File: src/rtl/spi_controller_if.sv
`default_nettype none
// +------------------------------------------------------------------+
// | spi_controller_if -- host request/status and SPI pin bundle       |
// | Rev 1.0                                                           |
// +------------------------------------------------------------------+
interface spi_controller_if;
  logic       start;
  logic       rw;
  logic [6:0] addr;
  logic [7:0] wdata;
  logic       busy;
  logic       done;
  logic [7:0] rdata;
  logic       sclk;
  logic       sdo;
  logic       miso;
  logic       cs;

  modport master (
    output start, rw, addr, wdata, miso,
    input  busy, done, rdata, sclk, sdo, cs
  );

  modport slave (
    input  start, rw, addr, wdata, miso,
    output busy, done, rdata, sclk, sdo, cs
  );
endinterface
`default_nettype wire

File: src/rtl/spi_controller.sv
`default_nettype none
// +------------------------------------------------------------------+
// | spi_controller -- 16-bit SPI frame master (rw, addr[6:0], data)   |
// | Rev 1.0                                                           |
// +------------------------------------------------------------------+
module spi_controller #(
  parameter int CLK_DIV    = 4,
  parameter int GAP_CYCLES = 8
) (
  input logic             clk,
  input logic             rst,
  spi_controller_if.slave bus
);

  localparam logic [7:0] C_DIV_LAST = 8'(CLK_DIV - 1);
  localparam logic [7:0] C_GAP_LAST = 8'(GAP_CYCLES - 1);

  typedef enum logic [2:0] {
    IDLE  = 3'd0,
    SETUP = 3'd1,
    SHIFT = 3'd2,
    HOLD  = 3'd3,
    GAP   = 3'd4
  } state_t;

  state_t      state;
  logic [7:0]  div_cnt;
  logic [7:0]  gap_cnt;
  logic [4:0]  bit_cnt;
  logic [15:0] frame;
  logic [15:0] capture;
  logic        cs;
  logic        sclk;
  logic        sdo;
  logic        busy;
  logic        done;
  logic [7:0]  rdata;
  logic [3:0]  next_bit;

  assign next_bit  = bit_cnt[3:0] + 4'd1;
  assign bus.cs    = cs;
  assign bus.sclk  = sclk;
  assign bus.sdo   = sdo;
  assign bus.busy  = busy;
  assign bus.done  = done;
  assign bus.rdata = rdata;

  always_ff @(posedge clk or posedge rst) begin
    if (rst) begin
      state   <= IDLE;
      div_cnt <= '0;
      gap_cnt <= '0;
      bit_cnt <= '0;
      frame   <= '0;
      capture <= '0;
      cs      <= 1'b1;
      sclk    <= 1'b0;
      sdo     <= 1'b0;
      busy    <= 1'b0;
      done    <= 1'b0;
      rdata   <= '0;
    end else begin
      done <= 1'b0;
      case (state)
        IDLE: begin
          if (bus.start) begin
            frame   <= {bus.rw, bus.addr, bus.wdata};
            sdo     <= bus.rw;
            cs      <= 1'b0;
            busy    <= 1'b1;
            div_cnt <= C_DIV_LAST;
            bit_cnt <= '0;
            capture <= '0;
            state   <= SETUP;
          end
        end
        SETUP: begin
          if (div_cnt != 8'd0) begin
            div_cnt <= div_cnt - 8'd1;
          end else begin
            div_cnt <= C_DIV_LAST;
            sclk    <= 1'b1;
            sdo     <= frame[15];
            state   <= SHIFT;
          end
        end
        SHIFT: begin
          // Each bit is a high half then a low half; sdo only moves on the rising half
          if (div_cnt != 8'd0) begin
            div_cnt <= div_cnt - 8'd1;
          end else if (sclk) begin
            sclk    <= 1'b0;
            capture <= {capture[14:0], bus.miso};
            div_cnt <= C_DIV_LAST;
          end else if (bit_cnt == 5'd15) begin
            rdata   <= capture[7:0];
            sdo     <= 1'b0;
            div_cnt <= C_DIV_LAST;
            state   <= HOLD;
          end else begin
            bit_cnt <= bit_cnt + 5'd1;
            sclk    <= 1'b1;
            sdo     <= frame[4'd15 - next_bit];
            div_cnt <= C_DIV_LAST;
          end
        end
        HOLD: begin
          if (div_cnt != 8'd0) begin
            div_cnt <= div_cnt - 8'd1;
          end else begin
            cs      <= 1'b1;
            gap_cnt <= C_GAP_LAST;
            state   <= GAP;
          end
        end
        GAP: begin
          if (gap_cnt != 8'd0) begin
            gap_cnt <= gap_cnt - 8'd1;
          end else begin
            busy  <= 1'b0;
            done  <= 1'b1;
            state <= IDLE;
          end
        end
        default: state <= IDLE;
      endcase
    end
  end

endmodule
`default_nettype wire

File: src/flat_wrapper.sv
// flat-port wrapper written by rule: the top's interface ports become plain ports
module spi_controller_flat 
#(
  parameter int CLK_DIV    = 4,
  parameter int GAP_CYCLES = 8
)
  (clk, rst, bus_start, bus_rw, bus_addr, bus_wdata, bus_miso, bus_busy, bus_done, bus_rdata, bus_sclk, bus_sdo, bus_cs);
  spi_controller_if bus_i ();
  input logic clk;
  input logic rst;
  input wire logic [$bits(bus_i.start)-1:0] bus_start;
  input wire logic [$bits(bus_i.rw)-1:0] bus_rw;
  input wire logic [$bits(bus_i.addr)-1:0] bus_addr;
  input wire logic [$bits(bus_i.wdata)-1:0] bus_wdata;
  input wire logic [$bits(bus_i.miso)-1:0] bus_miso;
  output wire logic [$bits(bus_i.busy)-1:0] bus_busy;
  output wire logic [$bits(bus_i.done)-1:0] bus_done;
  output wire logic [$bits(bus_i.rdata)-1:0] bus_rdata;
  output wire logic [$bits(bus_i.sclk)-1:0] bus_sclk;
  output wire logic [$bits(bus_i.sdo)-1:0] bus_sdo;
  output wire logic [$bits(bus_i.cs)-1:0] bus_cs;
  assign bus_i.start = bus_start;
  assign bus_i.rw = bus_rw;
  assign bus_i.addr = bus_addr;
  assign bus_i.wdata = bus_wdata;
  assign bus_i.miso = bus_miso;
  assign bus_busy = bus_i.busy;
  assign bus_done = bus_i.done;
  assign bus_rdata = bus_i.rdata;
  assign bus_sclk = bus_i.sclk;
  assign bus_sdo = bus_i.sdo;
  assign bus_cs = bus_i.cs;
  spi_controller #(.CLK_DIV(CLK_DIV), .GAP_CYCLES(GAP_CYCLES)) u_core (.clk(clk), .rst(rst), .bus(bus_i));
endmodule
File: config.mk
export PLATFORM = sky130hd
export DESIGN_NAME = spi_controller_flat
export DESIGN_NICKNAME = d
export VERILOG_FILES = /design/src/rtl/spi_controller_if.sv /design/src/rtl/spi_controller.sv /design/src/flat_wrapper.sv
export SDC_FILE = /design/constraint.sdc
export NUM_CORES = 1
export LEC_CHECK = 0
export CORE_AREA = 2 2 73 75
export CTS_CLUSTER_SIZE = 20
export DETAILED_ROUTE_END_ITERATION = 6
export DIE_AREA = 0 0 75 77
export GPL_TIMING_DRIVEN = 0
export PLACE_DENSITY = 0.83
export SYNTH_ARGS = -nofsm -noshare
export SYNTH_HDL_FRONTEND = slang
export SYNTH_SLANG_ARGS = --single-unit
File: constraint.sdc
create_clock -name clk -period 3.64 [get_ports clk]
set_input_delay 0.364 -clock clk [delete_from_list [all_inputs] [get_ports clk]]
set_output_delay 0.364 -clock clk [all_outputs]
set_load 0.01 [all_outputs]
Word-level counts from Yosys, hierarchy flattened
Cells that the tools add are included.

Shift-type cells: 0. Bitwise logic cells: 2. Multiply operators: 0. Equal/unequal tests: 16. Div/mod/pow operators: 0. Add/subtract/negate cells: 5. Multiplexer cells: 44. Reduce and logical (&&, ||, !) cells: 22. Order comparisons: 1.

Operators with widths (count): 2-to-1 mux 8 bit (8); case mux 8 bit (2 select lines) (2); case mux 8 bit (3 select lines) (1); 2-to-1 mux 3 bit (7); 2-to-1 mux 5 bit (4); nonzero test 8 bit (2); subtractor 8 x 1 -> 8 bit (second input constant) (2); 2-to-1 mux 1 bit (15); case mux 3 bit (5 select lines) (1); AND reduction 3 bit (5); != test 2 bit (second input constant) (7); case mux 5 bit (2 select lines) (1); AND reduction 5 bit (2); nonzero test 2 bit (5); != test 2 x 1 -> 1 bit (second input constant) (4); AND reduction 4 bit (2); AND reduction 7 bit (1); equality test 3 x 2 -> 1 bit (second input constant) (2); case mux 1 bit (2 select lines) (3); nonzero test 3 bit (2); adder 5 x 1 -> 5 bit (second input constant) (1); equality test 5 x 4 -> 1 bit (second input constant) (1); less-than comparator 4 x 5 -> 1 bit (second input constant) (1); adder 4 x 1 -> 4 bit (second input constant) (1); other kinds (9) (10).

Latch bits: 0. Memories kept: 0. Register bits after elaboration: 61. Memory bits (writable): 0. Memory bits (read-only): 0. Output and inout bits: 13. Input bits: 20. Word-level logic and storage cells: 102.

Logic depth before layout (Yosys ltp)
Gate-level depths: netlist of the first run.

Depth after elaboration: 8. Gate-level depth with buffers: 8. Depth with buffers taken out: 8.

Worst setup path before layout of the first run
No wires, ideal clock.

Path kind: register to register. From: register u_core.div_cnt[2]. To: register u_core.div_cnt[2]. Period minus slack after synthesis: 2.123 ns. Path slack: 1.517 ns. Arrival: 1.989 ns. Required time: 3.506 ns. Buffers on the path: 1. Stages on the path, launching flop included: 7. Library setup time: 0.134 ns. Path through: dfrtp_1 or4_1 buf_2 nor4b_4 nand3b_1 a21oi_1 nor2_1.

Longest elaborated chain between the ends: 3. Elaborated cells on any way between the ends: 7. Classes of those cells: add/sub (1); eq/ne (1); mux (3); reduce/logical (2).

Ends and longest elaborated chain: from (decl) (line spi_controller.sv:27) `logic [7:0] div_cnt;`; from (signal assigned) (line spi_controller.sv:79) `div_cnt <= div_cnt - 8'd1;`; from (signal assigned) (line spi_controller.sv:90) `div_cnt <= div_cnt - 8'd1;`; from (signal assigned) (line spi_controller.sv:109) `div_cnt <= div_cnt - 8'd1;`; subtractor 8 x 1 -> 8 bit / nonzero test 8 bit (equally long branches); 2-to-1 mux 8 bit, or another cell as far along (line spi_controller.sv:108) `if (div_cnt != 8'd0) begin`; case mux 8 bit (3 select lines) / AND reduction 3 bit (equally long branches).

Parallel ways exist; a longest one is shown, timed or not. The select of a mux whose other input is x is not followed. A chain may end at the register's enable or synchronous reset.

Final worst setup path of the first run
From: register u_core.div_cnt[2]. To: register u_core.div_cnt[4].

The elaborated chain is that of the path after synthesis.

==> results of run 1 <==
==> layout make-up <==
class,count,area [um2]
timing repair buffer,33,340
fill,357,1400
sequential,61,1530
tap,70,87.6
multi-input combinational,176,1310
clock buffer,9,124
clock inverter,7,97.6
buffer,10,42.5
inverter,13,48.8
==> layout by cell type (no fill, tap or decap), types with 2 or more instances in the layout <==
cell type         n
nor3_1            7
nand2_1          17
inv_6             2
and3_1            3
nand3_1           6
a22o_1            9
nor2_1           25
bufinv_16         2
xnor2_1           5
clkdlybuf4s50_1  32
a311oi_1          2
mux4_2            4
a31oi_1           4
nand2b_1          2
inv_1            12
clkbuf_1          6
clkbuf_8          9
xor2_1            8
o21ai_0          10
nor2b_1           3
clkinvlp_4        2
a21oi_1           8
buf_2             4
nand3b_1          4
dfrtp_1          60
or4_1             2
mux2i_1           2
nor4_1            4
ha_1              5
mux2_2           23
or2_2             3
==> state kept, by name, indices dropped and copies added, names as in the netlist <==
register / flops
u_core.bus.cs: 1
u_core.gap_cnt: 8
u_core.bus.done: 1
u_core.div_cnt: 8
u_core.bus.sclk: 1
u_core.capture: 8
u_core.state: 3
u_core.bus.busy: 1
u_core.bit_cnt: 5
u_core.bus.sdo: 1
u_core.frame: 16
u_core.bus.rdata: 8
==> power groups by stage <==
stage / registers [mW] / clock network [mW] / logic (mW)
finish: 1.03 / 0.667 / 0.824
CTS: 1.03 / 0.678 / 0.828
floorplan: 1.00 / 0 / 0.638
global placement: 1.03 / 0 / 0.790
detailed placement: 1.04 / 0 / 0.821
global route: 1.06 / 0.719 / 0.924
==> path summary, 6_finish.rpt <==
check	from	end
max	u_core.div_cnt[2]	u_core.div_cnt[4]
min	rst	u_core.gap_cnt[5]
max reg2reg	u_core.div_cnt[2]	u_core.div_cnt[4]
min reg2reg	u_core.gap_cnt[0]	u_core.gap_cnt[0]
max in group asynchronous	rst	u_core.frame[10]
min in group clk	u_core.gap_cnt[0]	u_core.gap_cnt[0]
==> layer usage <==
layer,GRT usage (%),vias to the layer above
li1,-,1024
met1,30.9,1026
met2,33.2,64
met3,5.65,8
met4,8.75,0
met5,0,-
==> cell families (layout without fill, tap and decap cells) <==
group                      after synthesis  after routing  synth area share, %
and+or+nand+nor                         88             88                 16.6
adders and majority gates                5              5                 2.13
xor gates and xnor gates                13             13                 3.88
buffers and inverters                   23             72                 3.11
AOI/OAI and AO/OA                       41             41                 9.56
DFF                                     61             61                 52.1
muxes                                   29             29                 12.6
==> metrics.txt, run 1 <==
outcome completed; chip width ~75 um; dpl ws approximately 1200 ps; largest net degree at the start of global routing 35; Design Area, Final ~3600 um2; area of the core 4980 um2; Commonest cells post-synth 60 x dfrtp_1, 25 x nor2_1, 23 x mux2_2; final count of negative-setup-slack endpoints 0; Flop pwr share 40.9%; HPWL after detailed placement 3870 um; DIE AREA around 5800 um2; Avg Inst Size Synth about 11 um2; post-CTS setup repair buffer count 0; max layer used met4; hold-fix buffers at CTS 0; Ant. Diodes 0; clk buf depth 2; syn_nets between 200 and 300; Nets ~330; RSZ-0062 raised after global routing no; Placement Rows 26; fin. max-slew vios 0; register area share after synthesis 52.1%; First DRT Iteration DRCs approximately 150; Top Family by Delay on Critical Path simple AND/OR/NAND/NOR gates; Syn Std Cell Area 2930 um2; # placed instances approximately 360; CP Launch Type flip-flop; top cell type's share of synthesized area approximately half; FMAX roughly 0.4 GHz; vias in the first global route about 2100; Synth Register Bits 61; Placer Congestion 0.830; 1st-pass router iterations 4; power share of the clock group 26.4%; dominant synthesized flop cell dfrtp_1; Post-synth EDFFs 0; R2R Setup Slk ~1200 ps; Leak Pwr around 1.6 nW; fraction of registers with async set/reset between 90% and 100%; initial core utilization between 50% and 60%; DR WL met2 2680 um; Root Driver clkbuf_8; met3 wire length between 200 and 300 um; crit path capture type flip-flop; final worst path period share between 60 and 70%; met1 wire length between 2000 and 3000 um; Skew-Pair Late Insertion Delay between 300 and 400 ps; post-cts sizing count 0; biggest area consumer among synthesized cells dfrtp_1; Final Skew just under 7 ps; top cells by area, synth dfrtp_1 51%, mux2_2 8.8%, nor2_1 3.2%, mux4_2 3.1%, a22o_1 2.7%; WP data arrival 2700 ps; first-pass GRT wire length 9700 um; worst min-delay path class in2async; Critical Path RT 3850 ps; Crit-path slowest cell or4_1; class of the most critical setup path reg2reg; Power Total between 2 and 3 mW; setup tns final 0 ps; clk slew on worst S/H paths around 70 ps; max cap viols 0; cell with the most instances after synthesis dfrtp_1; Worst Reg-to-Reg Cells 6; all-layer global routing usage 22.2%; CP max FO 8; aggregate global routing overflow 0; post-route antenna net violation count 0; cts bufs inserted 9; IO Port Bufs 32; Avg WL per Cell around 15 um; # IOs 33; worst setup margin 1150 ps; Final Hold Vio Count 0; Post-Synthesis Cells 260; max incr delay on CP about 540 ps; Layout Utilization 72.0%; CTS tree done; crit path cell chain or4_1, buf_2, nor4b_4, nand3b_1, a21oi_1, nor2_1; layout cell share with drive strength beyond 1 19.1%; # clock sinks 61; slew margin rel. 44.2%; Max rail drop VDD 0.000500 V; WHS 407 ps; initial antenna violation count 0; internal power ~1.7 mW; H-Tree Level Count 3; vias per cell roughly 5.6; CP Buf/Inv Count 1; dpl cell area 3360 um2; fin crit period between 2000 and 2500 ps; Switching Share approximately a third; DR vias around 2100; Post-Layout Cell Count approximately 380; routed wire length about 5600 um; PD cells roughly 700 nW/um2; Psw around 0.86 mW; worst slew pin tran around 830 ps; Die Ht ~77 um; DR DRC count 0; Synth cell types 47; Stages on worst setup path 6; power share of the combinational group around 33%; Synth Warn # 0; Layout area overhead 22.1%
(Power assumes the default switching activity.)
==> run 2, diff against run 1 <==
- CORE_AREA: 2 2 73 75 -> 2 2 80 82
- DIE_AREA: 0 0 75 77 -> 0 0 82 84
- PLACE_DENSITY: 0.83 -> 0.74
- clock period: 3.64 -> 2 ns (I/O delays scaled with it)
==> run 2 against run 1 <==
The flow now finishes with violations (setup timing); clock power grew 62%; utilization decreased by 9.5 points; wire length is 9.6% higher; critical endpoint is now u_core.gap_cnt[6]; largest power group unchanged; register-to-register slack got worse by 1300 ps; cell count is 4.5% higher; non-clock buffer count grew 10.
==> metrics.txt, run 2 (same netlist as run 1, synthesis figures left out) <==
crit path capture type flip-flop; final count of negative-setup-slack endpoints 9 (+9); 1st-pass router iterations 4 (unchanged); Placer Congestion 0.846 (+2.0%); Power Total 4.79 mW (+90%); chip width 82 um (+9.3%); aggregate global routing overflow 0 (unchanged); initial core utilization 48.1% (-11 points); vias in the first global route 2202 (+7.3%); area of the core 6100 um2 (+22%); CTS tree done; class of the most critical setup path reg2reg; CP Launch Type flip-flop; vias per cell 5.49 (-2.0%); Final Skew 12.2 ps (+5.35 ps); R2R Setup Slk -100 ps (-1250 ps); Worst Reg-to-Reg Cells 5 (-1); Psw 1.67 mW (+93%); slew margin rel. 57.2% (+13 points); Final Hold Vio Count 0 (unchanged); First DRT Iteration DRCs 135 (-11%); Layout area overhead 29.9%; layout cell share with drive strength beyond 1 29.2% (+10 points); Die Ht 84 um (+9.1%); # clock sinks 61 (unchanged); HPWL after detailed placement 3920 um (+1.4%); crit path cell chain or3b_4, a2111o_1, or4_4, xor2_2, nor2_1; Skew-Pair Late Insertion Delay 350 ps (about the same); DIE AREA 6890 um2 (+19%); FMAX 0.477 GHz (+19%); max incr delay on CP 460 ps (-80 ps); DR vias 2173 (+2.4%); hold-fix buffers at CTS 0 (unchanged); Reg-to-Reg End u_core.gap_cnt[6]; Crit-path slowest cell or4_4; Placement Rows 29 (+12%); fin. max-slew vios 0 (unchanged); # IOs 33 (unchanged); H-Tree Level Count 3 (unchanged); Critical Path RT 2220 ps (-1630 ps); WP data arrival 2320 ps (-380 ps); worst setup margin -98.2 ps (-1250 ps); routed wire length 6090 um (+9.6%); PD cells 1260 nW/um2 (+78%); internal power 3.12 mW (+88%); Switching Share 34.8% (+0.65 points); fin crit period 2100 ps (-389 ps); first-pass GRT wire length 10000 um (+3.2%); commonest non-fill, non-tap cell in the layout dfrtp_1; violated checks setup timing; Max rail drop VDD 0.000695 V (+39%); Flop pwr share 39.7% (-1.2 points); Largest Register u_core.frame; worst slew pin tran 641 ps (-189 ps); worst min-delay path class in2async; max cap viols 0 (unchanged); DR DRC count 0 (unchanged); final worst path period share 105% (+37 points); Multi-input gate area 1460 um2 (+11%); Root Driver clkbuf_8; Sequential cell area 1530 um2 (+0.16%); r2r startpoint u_core.state[1]; Nets 339 (+3.0%); power share of the clock group 22.6% (-3.8 points); largest net degree at the start of global routing 33 (-5.7%); Largest register FFs 16 (unchanged); Leak Pwr 1.66 nW (+4.8%); IO Port Bufs 32 (unchanged); Filler cells 483 (+35%); commonest non-fill, non-tap cells in the layout 58 x dfrtp_1, 32 x clkdlybuf4s50_1, 24 x nor2_1; outcome finished with violations; Ant. Diodes 0 (unchanged); clk slew on worst S/H paths 70 ps (about the same); CP max FO 4 (-4); Avg WL per Cell 15.4 um (+4.9%); initial antenna violation count 0 (unchanged); clk buf depth 2 (unchanged); setup tns final -332 ps (-332 ps); post-route antenna net violation count 0 (unchanged); cts bufs inserted 9 (unchanged); all-layer global routing usage 19.3% (-2.9 points); power share of the combinational group 37.7% (+5.1 points); RSZ-0062 raised after global routing yes
==> run 2: changes by cell type in the layout (fill, tap and decap cells not counted), sizes merged <==
cell | before | now
buf | 5 | 18
inv | 15 | 13
bufinv | 2 | 1
clkinv | 1 | 2
clkinvlp | 2 | 1
==> run 2: routing by layer <==
metal  track usage, %  up-vias  wire length [um]
li1                 -     1034                 -
met1             25.8     1071              2770
met2             28.2       53              2880
met3             6.49       15               286
met4             8.79        0               152
met5                0        -                 0
==> run 2: cell type report <==
cell class / count / share of cell area (%)
Multi-Input combinational cell: 176 / 38.3
Clock buffer: 12 / 3.81
Timing Repair Buffer: 48 / 12.0
Clock inverter: 4 / 1.25
Tap cell: 77 / 2.53
Inverter: 13 / 1.28
Buffer: 5 / 0.657
Sequential cell: 61 / 40.2
==> run 2: power by group through the flow <==
stage          Combinational, mW  Sequential, mW  Clock, mW
4_1_cts                     1.69            1.87       1.11
3_5_place_dp                1.50            1.90          0
3_3_place_gp                1.45            1.88          0
5_1_grt                     2.01            1.95       1.17
2_1_floorplan               1.17            1.83          0
6_report                    1.81            1.90       1.08
==> run 2: how the worst max path moves through the flow <==
stage,startpoint,end,slack [ps],cells after the start
after floorplan,u_core.div_cnt[2],u_core.bus.rdata[0],-110,5
after global placement,rst,u_core.div_cnt[5],-770,2
after detailed placement,u_core.div_cnt[2],u_core.bus.rdata[3],-340,5
after CTS,u_core.div_cnt[3],u_core.bus.rdata[3],-160,6
after global routing,u_core.div_cnt[2],u_core.bus.rdata[3],-150,5
final,u_core.state[1],u_core.gap_cnt[6],-100,5
==> run 2: repair_timing <==
item | 4_1_cts | 5_1_grt
setup buffers | 10 | 6
pin swaps | 5 | 10
resized for setup | 13 | 22
endpoints found under the setup margin | 44 | 42
==> run 2: through the flow <==
stage	utilization, %	hold slack (ps)	setup slack (ps)	instance area, um2	cells
finish	62.5	268	-98.2	3810	396
global route	62.5	333	-152	3810	396
CTS	60.7	282	-162	3700	393
detailed placement	55.5	479	-338	3380	370
global placement	55.2	469	-767	3360	369
floorplan	-	333	-109	2950	260
==> run 2: worst max-delay path, delay by kind of cell (launching register included) <==
kind                      cells  cell delay (ps)
AOI/OAI and AO/OA             1              450
and+or+nand+nor               3              950
xor gates and xnor gates      1              180
DFF                           1              400
==> run 3, diff against run 2 <==
- CTS_CLUSTER_SIZE: 20 -> default
==> results of run 3 <==
No change in the layout: final DEF, timing and power equal those of run 2.
